`src/rtl/sar_pkg.sv`:
```
// Shared types and default sizing for the SAR conversion sequencer.
// Holds the FSM state encoding and the {init, samp, comp, logi} phase vector.
package sar_pkg;

  localparam int CNT_W_DEF    = 8;
  localparam int BIT_W_DEF    = 4;
  localparam int MAX_BITS_DEF = 12;

  typedef enum logic [2:0] {
    IDLE = 3'd0,
    INIT = 3'd1,
    SAMP = 3'd2,
    COMP = 3'd3,
    LOGI = 3'd4,
    DONE = 3'd5
  } state_t;

  typedef struct packed {
    logic init;
    logic samp;
    logic comp;
    logic logi;
  } phase_t;

  localparam phase_t PH_NONE = 4'b0000;
  localparam phase_t PH_INIT = 4'b1000;
  localparam phase_t PH_SAMP = 4'b0100;
  localparam phase_t PH_COMP = 4'b0010;
  localparam phase_t PH_LOGI = 4'b0001;

endpackage

```
`src/rtl/sar_phase_cnt.sv`:
```
// Loadable down-counter with a zero flag, shared by the sample and compare phases.
// Saturates at zero, so a full-scale load never wraps early.
module sar_phase_cnt #(
  parameter int CNT_W = 8
) (
  input  logic             clk,
  input  logic             rst_n,
  input  logic             i_srst,
  input  logic             i_load,
  input  logic [CNT_W-1:0] i_load_val,
  input  logic             i_dec,
  output logic             o_zero
);

  logic [CNT_W-1:0] r_cnt;

  // phase length counter
  always_ff @(posedge clk or negedge rst_n) begin
    if (!rst_n) begin
      r_cnt <= '0;
    end else if (i_srst) begin
      r_cnt <= '0;
    end else if (i_load) begin
      r_cnt <= i_load_val;
    end else if (i_dec && (r_cnt != '0)) begin
      r_cnt <= r_cnt - CNT_W'(1);
    end
  end

  assign o_zero = (r_cnt == '0);

endmodule

```
`src/rtl/sar_seqgen.sv`:
```
// SAR conversion timing sequencer: one start trigger becomes init, sample,
// then nbits x (compare, logic) strobes, all registered.
module sar_seqgen
  import sar_pkg::*;
#(
  parameter int CNT_W    = CNT_W_DEF,
  parameter int BIT_W    = BIT_W_DEF,
  parameter int MAX_BITS = MAX_BITS_DEF
) (
  input  logic             clk,
  input  logic             rst_n,
  input  logic             start,
  input  logic             abort,
  input  logic             cont,
  input  logic [CNT_W-1:0] cfg_samp_len,
  input  logic [CNT_W-1:0] cfg_comp_len,
  input  logic [BIT_W-1:0] cfg_nbits,
  output logic             seq_init,
  output logic             seq_samp,
  output logic             seq_comp,
  output logic             seq_logi,
  output logic [BIT_W-1:0] bit_idx,
  output logic             busy,
  output logic             done
);

  state_t           r_state;
  phase_t           r_phase;
  logic             r_busy;
  logic             r_done;
  logic [BIT_W-1:0] r_bit_idx;
  logic [CNT_W-1:0] r_samp_len;
  logic [CNT_W-1:0] r_comp_len;
  logic [BIT_W-1:0] r_nbits;

  logic [CNT_W-1:0] w_samp_eff;
  logic [CNT_W-1:0] w_comp_eff;
  logic [BIT_W-1:0] w_nbits_eff;
  logic             w_go_init;
  logic             w_cnt_load;
  logic             w_cnt_dec;
  logic             w_cnt_zero;
  logic [CNT_W-1:0] w_cnt_val;

  function automatic logic [CNT_W-1:0] len_eff(input logic [CNT_W-1:0] len);
    return (len == '0) ? CNT_W'(1) : len;
  endfunction

  assign w_samp_eff = len_eff(cfg_samp_len);
  assign w_comp_eff = len_eff(cfg_comp_len);

  // effective bit count: 0 -> 1, above MAX_BITS -> MAX_BITS
  always_comb begin
    if (cfg_nbits == '0) begin
      w_nbits_eff = BIT_W'(1);
    end else if (cfg_nbits > BIT_W'(MAX_BITS)) begin
      w_nbits_eff = BIT_W'(MAX_BITS);
    end else begin
      w_nbits_eff = cfg_nbits;
    end
  end

  // conversion launch from IDLE, or straight out of DONE
  always_comb begin
    w_go_init = 1'b0;
    case (r_state)
      IDLE:    w_go_init = start;
      DONE:    w_go_init = cont | start;
      default: w_go_init = 1'b0;
    endcase
  end

  // phase counter control; lengths come from the latched config
  always_comb begin
    w_cnt_load = 1'b0;
    w_cnt_dec  = 1'b0;
    w_cnt_val  = '0;
    case (r_state)
      INIT: begin
        w_cnt_load = 1'b1;
        w_cnt_val  = r_samp_len - CNT_W'(1);
      end
      SAMP: begin
        if (w_cnt_zero) begin
          w_cnt_load = 1'b1;
          w_cnt_val  = r_comp_len - CNT_W'(1);
        end else begin
          w_cnt_dec = 1'b1;
        end
      end
      COMP: w_cnt_dec = 1'b1;
      LOGI: begin
        w_cnt_load = 1'b1;
        w_cnt_val  = r_comp_len - CNT_W'(1);
      end
      default: w_cnt_load = 1'b0;
    endcase
  end

  sar_phase_cnt #(.CNT_W(CNT_W)) u_phase_cnt (
    .clk        (clk),
    .rst_n      (rst_n),
    .i_srst     (abort),
    .i_load     (w_cnt_load),
    .i_load_val (w_cnt_val),
    .i_dec      (w_cnt_dec),
    .o_zero     (w_cnt_zero)
  );

  // sequencer FSM; outputs registered with the next state
  always_ff @(posedge clk or negedge rst_n) begin
    if (!rst_n) begin
      r_state    <= IDLE;
      r_phase    <= PH_NONE;
      r_busy     <= 1'b0;
      r_done     <= 1'b0;
      r_bit_idx  <= '0;
      r_samp_len <= '0;
      r_comp_len <= '0;
      r_nbits    <= '0;
    end else if (abort) begin
      r_state   <= IDLE;
      r_phase   <= PH_NONE;
      r_busy    <= 1'b0;
      r_done    <= 1'b0;
      r_bit_idx <= '0;
    end else if (w_go_init) begin
      r_state    <= INIT;
      r_phase    <= PH_INIT;
      r_busy     <= 1'b1;
      r_done     <= 1'b0;
      r_bit_idx  <= '0;
      r_samp_len <= w_samp_eff;
      r_comp_len <= w_comp_eff;
      r_nbits    <= w_nbits_eff;
    end else begin
      case (r_state)
        IDLE: begin
          r_phase <= PH_NONE;
          r_busy  <= 1'b0;
          r_done  <= 1'b0;
        end
        INIT: begin
          r_state   <= SAMP;
          r_phase   <= PH_SAMP;
          r_bit_idx <= r_nbits - BIT_W'(1);
        end
        SAMP: begin
          if (w_cnt_zero) begin
            r_state <= COMP;
            r_phase <= PH_COMP;
          end
        end
        COMP: begin
          if (w_cnt_zero) begin
            r_state <= LOGI;
            r_phase <= PH_LOGI;
          end
        end
        LOGI: begin
          if (r_bit_idx != '0) begin
            r_state   <= COMP;
            r_phase   <= PH_COMP;
            r_bit_idx <= r_bit_idx - BIT_W'(1);
          end else begin
            r_state <= DONE;
            r_phase <= PH_NONE;
            r_busy  <= 1'b0;
            r_done  <= 1'b1;
          end
        end
        DONE: begin
          r_state <= IDLE;
          r_done  <= 1'b0;
        end
        default: begin
          r_state   <= IDLE;
          r_phase   <= PH_NONE;
          r_busy    <= 1'b0;
          r_done    <= 1'b0;
          r_bit_idx <= '0;
        end
      endcase
    end
  end

  assign seq_init = r_phase.init;
  assign seq_samp = r_phase.samp;
  assign seq_comp = r_phase.comp;
  assign seq_logi = r_phase.logi;
  assign bit_idx  = r_bit_idx;
  assign busy     = r_busy;
  assign done     = r_done;

endmodule

```
`config.mk`:
```
export PLATFORM = sky130hd
export DESIGN_NAME = sar_seqgen
export DESIGN_NICKNAME = d
export VERILOG_FILES = /design/src/rtl/sar_pkg.sv /design/src/rtl/sar_phase_cnt.sv /design/src/rtl/sar_seqgen.sv
export SDC_FILE = /design/constraint.sdc
export NUM_CORES = 1
export LEC_CHECK = 0
export ABC_AREA = 1
export BUFFER_PORTS_ARGS = -buffer_cell sky130_fd_sc_hd__buf_2
export CORE_MARGIN = 2
export CORE_UTILIZATION = 40
export CTS_BUF_LIST = sky130_fd_sc_hd__clkbuf_2
export DETAILED_ROUTE_END_ITERATION = 8
export GPL_TIMING_DRIVEN = 0
export HOLD_SLACK_MARGIN = 0.02
export PLACE_DENSITY_LB_ADDON = 0.3
export REMOVE_ABC_BUFFERS = 1
export SYNTH_ARGS = -nofsm -noshare
export SYNTH_HDL_FRONTEND = slang
export SYNTH_HIERARCHICAL = 1
export SYNTH_SLANG_ARGS = --single-unit
```
`constraint.sdc`:
```
create_clock -name clk -period 2.35 [get_ports clk]
set_clock_uncertainty 0.15 [all_clocks]
set_input_delay 0.47 -clock clk [delete_from_list [all_inputs] [get_ports clk]]
set_output_delay 0.47 -clock clk [all_outputs]
set_load 0.03 [all_outputs]
```
==> impl_metrics.json, run 1 <==
{
  "outcome": "finished with violations",
  "violations": "negative hold slack",
  "grt_pass1_wl_um": 9270,
  "postLayoutSetupSlackWorst_ns": 0.200,
  "setup_viol": 0,
  "cts.clk_slew.worst_paths_ns": 0.24,
  "routed_wl_um": 5330,
  "synth_top_area_share_pct": 37.7,
  "grt_setup_unrepaired": "false",
  "avgSynthCellArea_um2": 7.52,
  "grt.total_usage_pct": 15.1,
  "antenna_found_initial": 0,
  "grt-ovfl-total": 0,
  "seq_area_um2": 1030,
  "crit_fanout": 10,
  "area_delta_synth_final_pct": 11.1,
  "worstSetupPathType": "register to register",
  "htreeDepth": 2,
  "antenna_left": 0,
  "yosys_warnings": 6,
  "max_freq_mhz": 465,
  "synth-main-ff-cell": "dfrtp_1",
  "cp-end-kind": "register",
  "cts_tree": "yes",
  "cpLargestDelayFamily": "simple AND/OR/NAND/NOR gates",
  "place_congestion": 0.835,
  "root_buffer": "clkbuf_2",
  "power_density_nw_per_um2": 1310,
  "fin_tns_setup_ns": 0,
  "core_area_um2": 6680,
  "fin_nets": 427,
  "worstHoldPathType": "input port to async pin",
  "ir_drop_mv": 0.550,
  "whs_ns": -0.00265,
  "start_kind": "register",
  "finalHoldViolCount": 9,
  "slowest_delay_ns": 0.65,
  "period_minus_slack_ns": 2.15,
  "multiInputGateArea_um2": 1390,
  "clockBufferDepth": 2,
  "synthTopCellsByCount": "92 x nand2_1, 59 x inv_1, 41 x dfrtp_1, 26 x nand3_1, 24 x nor2_1",
  "rows": 30,
  "slew_violations": 0,
  "arrival_ns": 2.35,
  "cap_violations": 0,
  "relSlewSlack_pct": 38.3,
  "via_per_inst": 4.82,
  "die_h_um": 86.5,
  "portBuffers": 34,
  "required_ns": 2.55,
  "yosysMostFrequentCell": "nand2_1",
  "first_global_vias": 2173,
  "dr.pass1.iters": 4,
  "ys_top_cells_by_area": "dfrtp_1 38%, nand2_1 13%, inv_1 8.1%",
  "ys_async_sr_fraction_pct": 100,
  "antennaDiodeCount": 0,
  "vias": 2306,
  "place_ws_ns": 0.0935,
  "worst_pin_slew_ns": 0.925,
  "cp_cell_sequence": "inv_1, nand3_1, inv_1, nand3_1, o21ai_1, or2_2, nand2_1, o21ai_1",
  "hpwlAfterDp_um": 4040,
  "wl_per_cell_um": 11.2,
  "io_pins": 35,
  "yosys.cell_types.count": 32,
  "worst_skew_pair.late_latency_ns": 0.42,
  "cts_setup_buffers": 0,
  "drtIter0Drc": 89,
  "fill_cells": 697,
  "synth_edf_count": 0,
  "fp.dieW_um": 86.5,
  "cts_buffers": 5,
  "grt_start_max_net_pins": 42,
  "start_util_pct": 40.7,
  "drive_gt1_share_pct": 23.6,
  "post-route-drc-count": 0,
  "synth_area_um2": 2720,
  "finalCritPeriodShare_pct": 91.5,
  "synth_cells": 362,
  "die_area_um2": 7480,
  "yosysTopAreaCell": "dfrtp_1",
  "seq_area_frac_synth_pct": 37.7,
  "cpMaxStageDelayCell": "dfrtp_1",
  "critPathBufInv": 2,
  "final_util_pct": 45.2,
  "p_leak_nw": 1.65,
  "clkSinkCount": 41,
  "ys_ff_latch": 41
}
[logic make-up after synthesis]
| family | after synthesis | synth area share, % |
|---|---|---|
| simple gates | 177 | 30.9 |
| fa+ha+maj | 5 | 2.30 |
| buf+inv | 71 | 11.3 |
| mux | 1 | 0.368 |
| compound gates | 58 | 14.5 |
| flops | 41 | 37.7 |
| xor+xnor | 9 | 2.90 |
[timing repair]
| item | 4_1_cts | 5_1_grt |
|---|---|---|
| hold buffers | 0 | 0 |
| setup endpoints to repair | 0 | 8 |
| gates resized for setup | 0 | 2 |
[power breakdown]
| group | internal [mW] | leakage (nW) | switching (mW) |
|---|---|---|---|
| logic | 0.809 | 1.06 | 1.41 |
| clock network | 0.284 | 0.0529 | 0.250 |
| registers | 0.968 | 0.534 | 0.228 |
| total | 2.06 | 1.65 | 1.89 |
[state kept, by name, summed over array words and instances (netlist names)]
register           cells
busy                   1
seq_logi               1
r_state                3
seq_comp               1
seq_samp               1
r_nbits                4
r_comp_len             8
done                   1
u_phase_cnt/r_cnt      8
bit_idx                4
seq_init               1
r_samp_len             8
[worst paths after layout]
| path | from | to | slack [ns] | cells past startpoint |
|---|---|---|---|---|
| max | r_state[2] | u_phase_cnt/r_cnt[5] | 0.20 | 8 |
| min | rst_n | u_phase_cnt/r_cnt[5] | -0.003 | 1 |
| max reg2reg | r_state[2] | u_phase_cnt/r_cnt[5] | 0.20 | 8 |
| min reg2reg | seq_samp | seq_samp | 0.35 | 2 |
| max in group asynchronous | rst_n | r_state[2] | 1.47 | 1 |
| min in group clk | cfg_comp_len[5] | r_comp_len[5] | 0.12 | 3 |
[cells in the final DEF, fill, tap and decap left out, types with 3 or more instances in the layout]
cell and count:
nand3_1 26, ha_1 5, o21ai_2 18, o21ai_0 15, nor3_1 3, inv_1 59
o21ai_1 7, nor2_2 4, a21oi_1 3, xor2_1 7, nand4_1 6, nand2_1 91
buf_2 34, nor2_1 24, inv_2 4, nand2_2 8, clkbuf_2 5, dfrtp_1 41
nor2_4 3, nand2_4 6, o22ai_1 8, nand3_2 4
[per-stage QoR]
step                      area, µm²  power (mW)  instances
after floorplan                2660        2.98        356
after detailed placement       2930        3.43        470
after global placement         2930        3.38        470
after CTS                      3020        3.97        478
final                          3020        3.95        478
after global routing           3020        4.36        478
[layer usage]
layer	wire, µm	track usage (%)	vias to the layer above
met5	0	0	-
li1	-	-	1218
met4	33	4.26	0
met1	2620	20.3	1051
met2	2500	25.2	33
met3	172	2.67	4
[worst register-to-register path, delay by kind of cell, from the launching register on]
family                 cells  cell delay, ns
AND/OR/NAND/NOR            4            0.85
flip-flops                 1            0.65
AO/OA/AOI/OAI              2            0.12
buffers and inverters      2            0.32
[area by class of cell]
type / count / share of cell area, %
Clock buffer: 5 / 0.828
Clock inverter: 3 / 2.15
Inverter: 65 / 8.15
Multi-Input combinational cell: 250 / 46.0
Sequential cell: 41 / 33.9
Tap cell: 80 / 3.31
Timing Repair Buffer: 34 / 5.63
No activity file was read; power rests on OpenSTA's default activity.
==> run 2: changes to the inputs <==
--- a/config.mk
+++ b/config.mk
@@ -7,9 +7,7 @@
 export LEC_CHECK = 0
 export ABC_AREA = 1
 export BUFFER_PORTS_ARGS = -buffer_cell sky130_fd_sc_hd__buf_2
-export CORE_MARGIN = 2
 export CORE_UTILIZATION = 40
-export CTS_BUF_LIST = sky130_fd_sc_hd__clkbuf_2
 export DETAILED_ROUTE_END_ITERATION = 8
 export GPL_TIMING_DRIVEN = 0
 export HOLD_SLACK_MARGIN = 0.02
==> run 2 against run 1 <==
Compared with the run above:
- the flow finishes with violations (design-rule violations)
- sequential power about the same
- register-to-register slack got worse by 0.04 ns
- core utilization increased by 2.0 points
- global-route usage increased by 0.83 points
- highest routed layer unchanged
- non-clock buffer count unchanged
- fmax decreased by 2.0%
- die area decreased by 4.6%
==> impl_metrics.json, run 2 (same netlist as run 1, synthesis figures left out) <==
{
  "outcome": "finished with violations",
  "violations": "design-rule violations",
  "power_density_nw_per_um2": 1330,
  "cts_tree": "yes",
  "antenna_found_initial": 0,
  "routed_wl_um": 5440,
  "finalHoldViolCount": 0,
  "p_int_mw": 2.12,
  "dr.pass1.iters": 7,
  "io_pins": 35,
  "p_switching_mw": 1.92,
  "cts_setup_buffers": 0,
  "reg_top3": "r_comp_len x8, r_samp_len x8, u_phase_cnt/r_cnt x8",
  "worst_skew_pair.late_latency_ns": 0.29,
  "worstSetupPathType": "register to register",
  "ir_drop_mv": 0.537,
  "first_global_vias": 2127,
  "antenna_left": 0,
  "required_ns": 2.38,
  "clockBufferDepth": 2,
  "area_delta_synth_final_pct": 12.0,
  "setup_viol": 0,
  "fill_cells": 679,
  "max_freq_mhz": 456,
  "final_cell_mix": "91 x nand2_1, 59 x inv_1, 41 x dfrtp_1",
  "root_buffer": "clkbuf_8",
  "post-route-drc-count": 5,
  "p_seq_share_pct": 29.8,
  "placed_area_um2": 2920,
  "multiInputGateArea_um2": 1390,
  "arrival_ns": 2.23,
  "die_h_um": 84.5,
  "grt_setup_unrepaired": "false",
  "core_area_um2": 6460,
  "place_congestion": 0.832,
  "antennaDiodeCount": 0,
  "vias": 2361,
  "final_area_um2": 3050,
  "cp-end-kind": "register",
  "r2r_slack_ns": 0.16,
  "clkSinkCount": 41,
  "relSlewSlack_pct": 38.7,
  "die_area_um2": 7140,
  "period_minus_slack_ns": 2.19,
  "htreeDepth": 2,
  "via_per_inst": 4.97,
  "drive_gt1_share_pct": 23.6,
  "grt_pass1_wl_um": 9220,
  "whs_ns": 0.155,
  "finalCritPeriodShare_pct": 93.4,
  "grt.total_usage_pct": 16.0,
  "final_common_cell": "nand2_1",
  "grt-ovfl-total": 0,
  "seq_area_um2": 1030,
  "fin_tns_setup_ns": 0,
  "crit_fanout": 10,
  "worst_pin_slew_ns": 0.920,
  "cap_violations": 0,
  "hpwlAfterDp_um": 4070,
  "switching_share_pct": 47.5,
  "start_kind": "register",
  "cts.clk_slew.worst_paths_ns": 0.08,
  "cts_buffers": 5,
  "pwr-share-comb_pct": 55.4,
  "fin_nets": 427,
  "p_clk_share_pct": 14.8,
  "grt_start_max_net_pins": 42,
  "worstHoldPathType": "input port to async pin",
  "wl_per_cell_um": 11.4,
  "drtIter0Drc": 175,
  "p_leak_nw": 1.65,
  "fp.dieW_um": 84.5,
  "rows": 29,
  "portBuffers": 34,
  "start_util_pct": 42.1,
  "slew_violations": 0
}
run 2: layout make-up:
type / count / area share (%)
clock buffers: 6 / 2.71
clock inverters: 2 / 1.23
well taps: 77 / 3.16
multi-input cells: 250 / 45.6
repair buffers: 34 / 5.58
inverters: 65 / 8.08
flip-flops and latches: 41 / 33.6
run 2: metal layers:
metal / vias to the layer above / part of all wire (%) / track usage, %
met5: - / 0 / 0
met4: 0 / 1.1 / 4.93
met3: 5 / 3.8 / 2.85
met2: 59 / 46 / 26.8
met1: 1079 / 49 / 21.0
li1: 1218 / - / -
run 2: metrics by stage:
stage / util (%) / instances / worst slack [ns] / power (mW)
after detailed placement: 45.3 / 467 / 0.0827 / 3.44
after CTS: 47.1 / 475 / 0.0684 / 4.05
after global placement: 45.3 / 467 / 0.107 / 3.37
after floorplan: - / 356 / 0.338 / 2.98
after global routing: 47.2 / 475 / 0.0507 / 4.42
final: 47.2 / 475 / 0.155 / 4.04
run 2: power groups by stage:
| stage | Clock (mW) | Sequential [mW] | Combinational (mW) |
|---|---|---|---|
| 2_1_floorplan | 0 | 1.21 | 1.77 |
| 3_3_place_gp | 0 | 1.21 | 2.17 |
| 3_5_place_dp | 0 | 1.22 | 2.22 |
| 4_1_cts | 0.617 | 1.20 | 2.23 |
| 5_1_grt | 0.640 | 1.24 | 2.54 |
| 6_report | 0.599 | 1.21 | 2.24 |
run 2: critical path, stage by stage (launching register included):
cell     delay, ns
dfrtp_1       0.61
inv_1         0.17
nand3_1       0.35
inv_1         0.16
nand3_1       0.13
o21ai_1       0.07
or2_2         0.30
nand2_1       0.09
o21ai_1       0.06
run 2: what timing repair did:
item,4_1_cts,5_1_grt
resized for setup,0,2
hold buffers,0,0
setup endpoints to repair,0,8
run 2: path summary, 6_finish.rpt:
path	start	to	cells after the start
max reg2reg	r_state[2]	u_phase_cnt/r_cnt[5]	8
max	r_state[2]	u_phase_cnt/r_cnt[5]	8
max in group asynchronous	rst_n	r_state[2]	1
min	rst_n	r_comp_len[4]	1
min reg2reg	seq_init	seq_init	2
min in group clk	cfg_comp_len[0]	r_comp_len[0]	3
==> run 3: changes to the inputs <==
--- a/config.mk
+++ b/config.mk
@@ -13,6 +13,7 @@
 export HOLD_SLACK_MARGIN = 0.02
 export PLACE_DENSITY_LB_ADDON = 0.3
 export REMOVE_ABC_BUFFERS = 1
+export SLEW_MARGIN = 10
 export SYNTH_ARGS = -nofsm -noshare
 export SYNTH_HDL_FRONTEND = slang
 export SYNTH_HIERARCHICAL = 1
==> constraint.sdc (replaced) <==
create_clock -name clk -period 2.7 [get_ports clk]
set_clock_uncertainty 0.15 [all_clocks]
set_input_delay 0.54 -clock clk [delete_from_list [all_inputs] [get_ports clk]]
set_output_delay 0.54 -clock clk [all_outputs]
set_load 0.03 [all_outputs]
==> run 3 against run 2 <==
Compared with the run above:
- the flow still finishes with violations (design-rule violations)
- worst setup slack improved by 0.25 ns
- sequential cell count unchanged
- global-route usage stayed put
- sequential power decreased by 13%
- non-clock buffer count unchanged
- first-iteration DRC count up 4.6%
- wire length about the same
- highest routed layer unchanged
==> impl_metrics.json, run 3 (same netlist as run 1, synthesis figures left out) <==
{
  "worstSetupPathType": "register to register",
  "whs_ns": 0.229,
  "cap_violations": 0,
  "final_cell_mix": "92 x nand2_1, 59 x inv_1, 41 x dfrtp_1",
  "antennaDiodeCount": 0,
  "ir_drop_mv": 0.481,
  "io_pins": 35,
  "root_buffer": "clkbuf_8",
  "cts-resized-gates": 0,
  "fill_cells": 679,
  "post-route-drc-count": 4,
  "start_util_pct": 42.1,
  "wl_per_cell_um": 11.4,
  "final_util_pct": 47.1,
  "power_density_nw_per_um2": 1150,
  "cpLargestDelayFamily": "simple AND/OR/NAND/NOR gates",
  "htreeDepth": 2,
  "worst_pin_slew_ns": 0.924,
  "fin_nets": 427,
  "cts_setup_buffers": 0,
  "clkSinkCount": 41,
  "slowest_delay_ns": 0.38,
  "fin_tns_setup_ns": 0,
  "final_common_cell": "nand2_1",
  "grt_pass1_wl_um": 9220,
  "max_freq_mhz": 437,
  "rows": 29,
  "finalCritPeriodShare_pct": 84.8,
  "cpMaxStageDelayCell": "dfrtp_1",
  "outcome": "finished with violations",
  "area_delta_synth_final_pct": 11.9,
  "cts_tree": "yes",
  "postLayoutSetupSlackWorst_ns": 0.409,
  "p_leak_nw": 1.65,
  "violations": "design-rule violations",
  "fp.dieW_um": 84.5,
  "dr.pass1.iters": 6,
  "routed_wl_um": 5430,
  "worstHoldPathType": "input port to async pin",
  "worst_skew_pair.late_latency_ns": 0.29,
  "setup_viol": 0,
  "crit_top_cell": "nand2_1",
  "clockBufferDepth": 2,
  "start_kind": "register",
  "drtIter0Drc": 183,
  "reg_top3": "r_comp_len x8, r_samp_len x8, u_phase_cnt/r_cnt x8",
  "cts_hold_buf": 0,
  "place_inst": 467,
  "grt_start_max_net_pins": 42,
  "hpwlAfterDp_um": 4070,
  "slew_violations": 0,
  "die_area_um2": 7140,
  "first_global_vias": 2127,
  "required_ns": 2.73,
  "period_minus_slack_ns": 2.29,
  "arrival_ns": 2.32,
  "antenna_left": 0,
  "cts_buffers": 5,
  "cp_cell_sequence": "inv_1, ha_1, nand2_1, nor2_1, nand2_2, inv_1, a21oi_4, nand2_1, inv_2, or2_2, nand2_1, o21ai_1",
  "cts.clk_slew.worst_paths_ns": 0.08,
  "via_per_inst": 4.94,
  "drive_gt1_share_pct": 23.4,
  "relSlewSlack_pct": 38.4,
  "core_area_um2": 6460,
  "vias": 2347,
  "cp-end-kind": "register",
  "die_h_um": 84.5,
  "finalNonFillerCells": 475,
  "grt.total_usage_pct": 16.0,
  "portBuffers": 34,
  "finalHoldViolCount": 0,
  "crit_fanout": 11,
  "critPathBufInv": 3,
  "place_ws_ns": 0.433,
  "place_congestion": 0.832,
  "grt-ovfl-total": 0,
  "antenna_found_initial": 0,
  "grt_setup_unrepaired": "false"
}
==> run 3: cell counts in the layout (fill, tap and decap cells not counted) <==
Identical to the previous run, type by type.
==> run 3: power by group <==
part	internal, mW	switching, mW	leakage, nW
Sequential	0.845	0.203	0.534
Combinational	0.696	1.24	1.06
Clock	0.301	0.224	0.0574
==> run 3: cell type report <==
cell class              instances  area (µm²)  area share [%]
flip-flops and latches         41        1030            33.7
clock buffers                   6        82.6            2.71
multi-input cells             250        1390            45.6
repair buffers                 34         170            5.59
inverters                      65         244            8.01
clock inverters                 2        37.5            1.23
well taps                      77        96.3            3.16
==> run 3: through the flow <==
step / total power, mW / instance area (µm²)
after floorplan: 2.59 / 2660
after global placement: 2.94 / 2920
after detailed placement: 2.99 / 2920
after CTS: 3.53 / 3040
after global routing: 3.83 / 3040
final: 3.51 / 3040
==> run 3: worst register-to-register path: stages (launching register included) <==
cell and delay (ns):
dfrtp_1 0.38, inv_1 0.11, ha_1 0.15, nand2_1 0.05, nor2_1 0.12, nand2_2 0.09
inv_1 0.14, a21oi_4 0.11, nand2_1 0.25, inv_2 0.17, or2_2 0.30, nand2_1 0.09
o21ai_1 0.06
==> run 3: worst paths after layout <==
| kind | depth (start not counted) | start | end | slack [ns] |
|---|---|---|---|---|
| min reg2reg | 2 | seq_init | seq_init | 0.33 |
| max in group asynchronous | 1 | rst_n | r_state[2] | 1.60 |
| min in group clk | 2 | seq_init | seq_init | 0.33 |
| max reg2reg | 12 | u_phase_cnt/r_cnt[0] | u_phase_cnt/r_cnt[5] | 0.41 |
| max | 12 | u_phase_cnt/r_cnt[0] | u_phase_cnt/r_cnt[5] | 0.41 |
| min | 1 | rst_n | r_comp_len[4] | 0.23 |
==> run 3: per-layer routing <==
layer / GRT usage [%] / vias up / routed length [µm]
li1: - / 1220 / -
met1: 21.0 / 1079 / 2680
met2: 26.8 / 46 / 2520
met3: 2.85 / 2 / 200
met4: 4.93 / 0 / 30
met5: 0 / - / 0
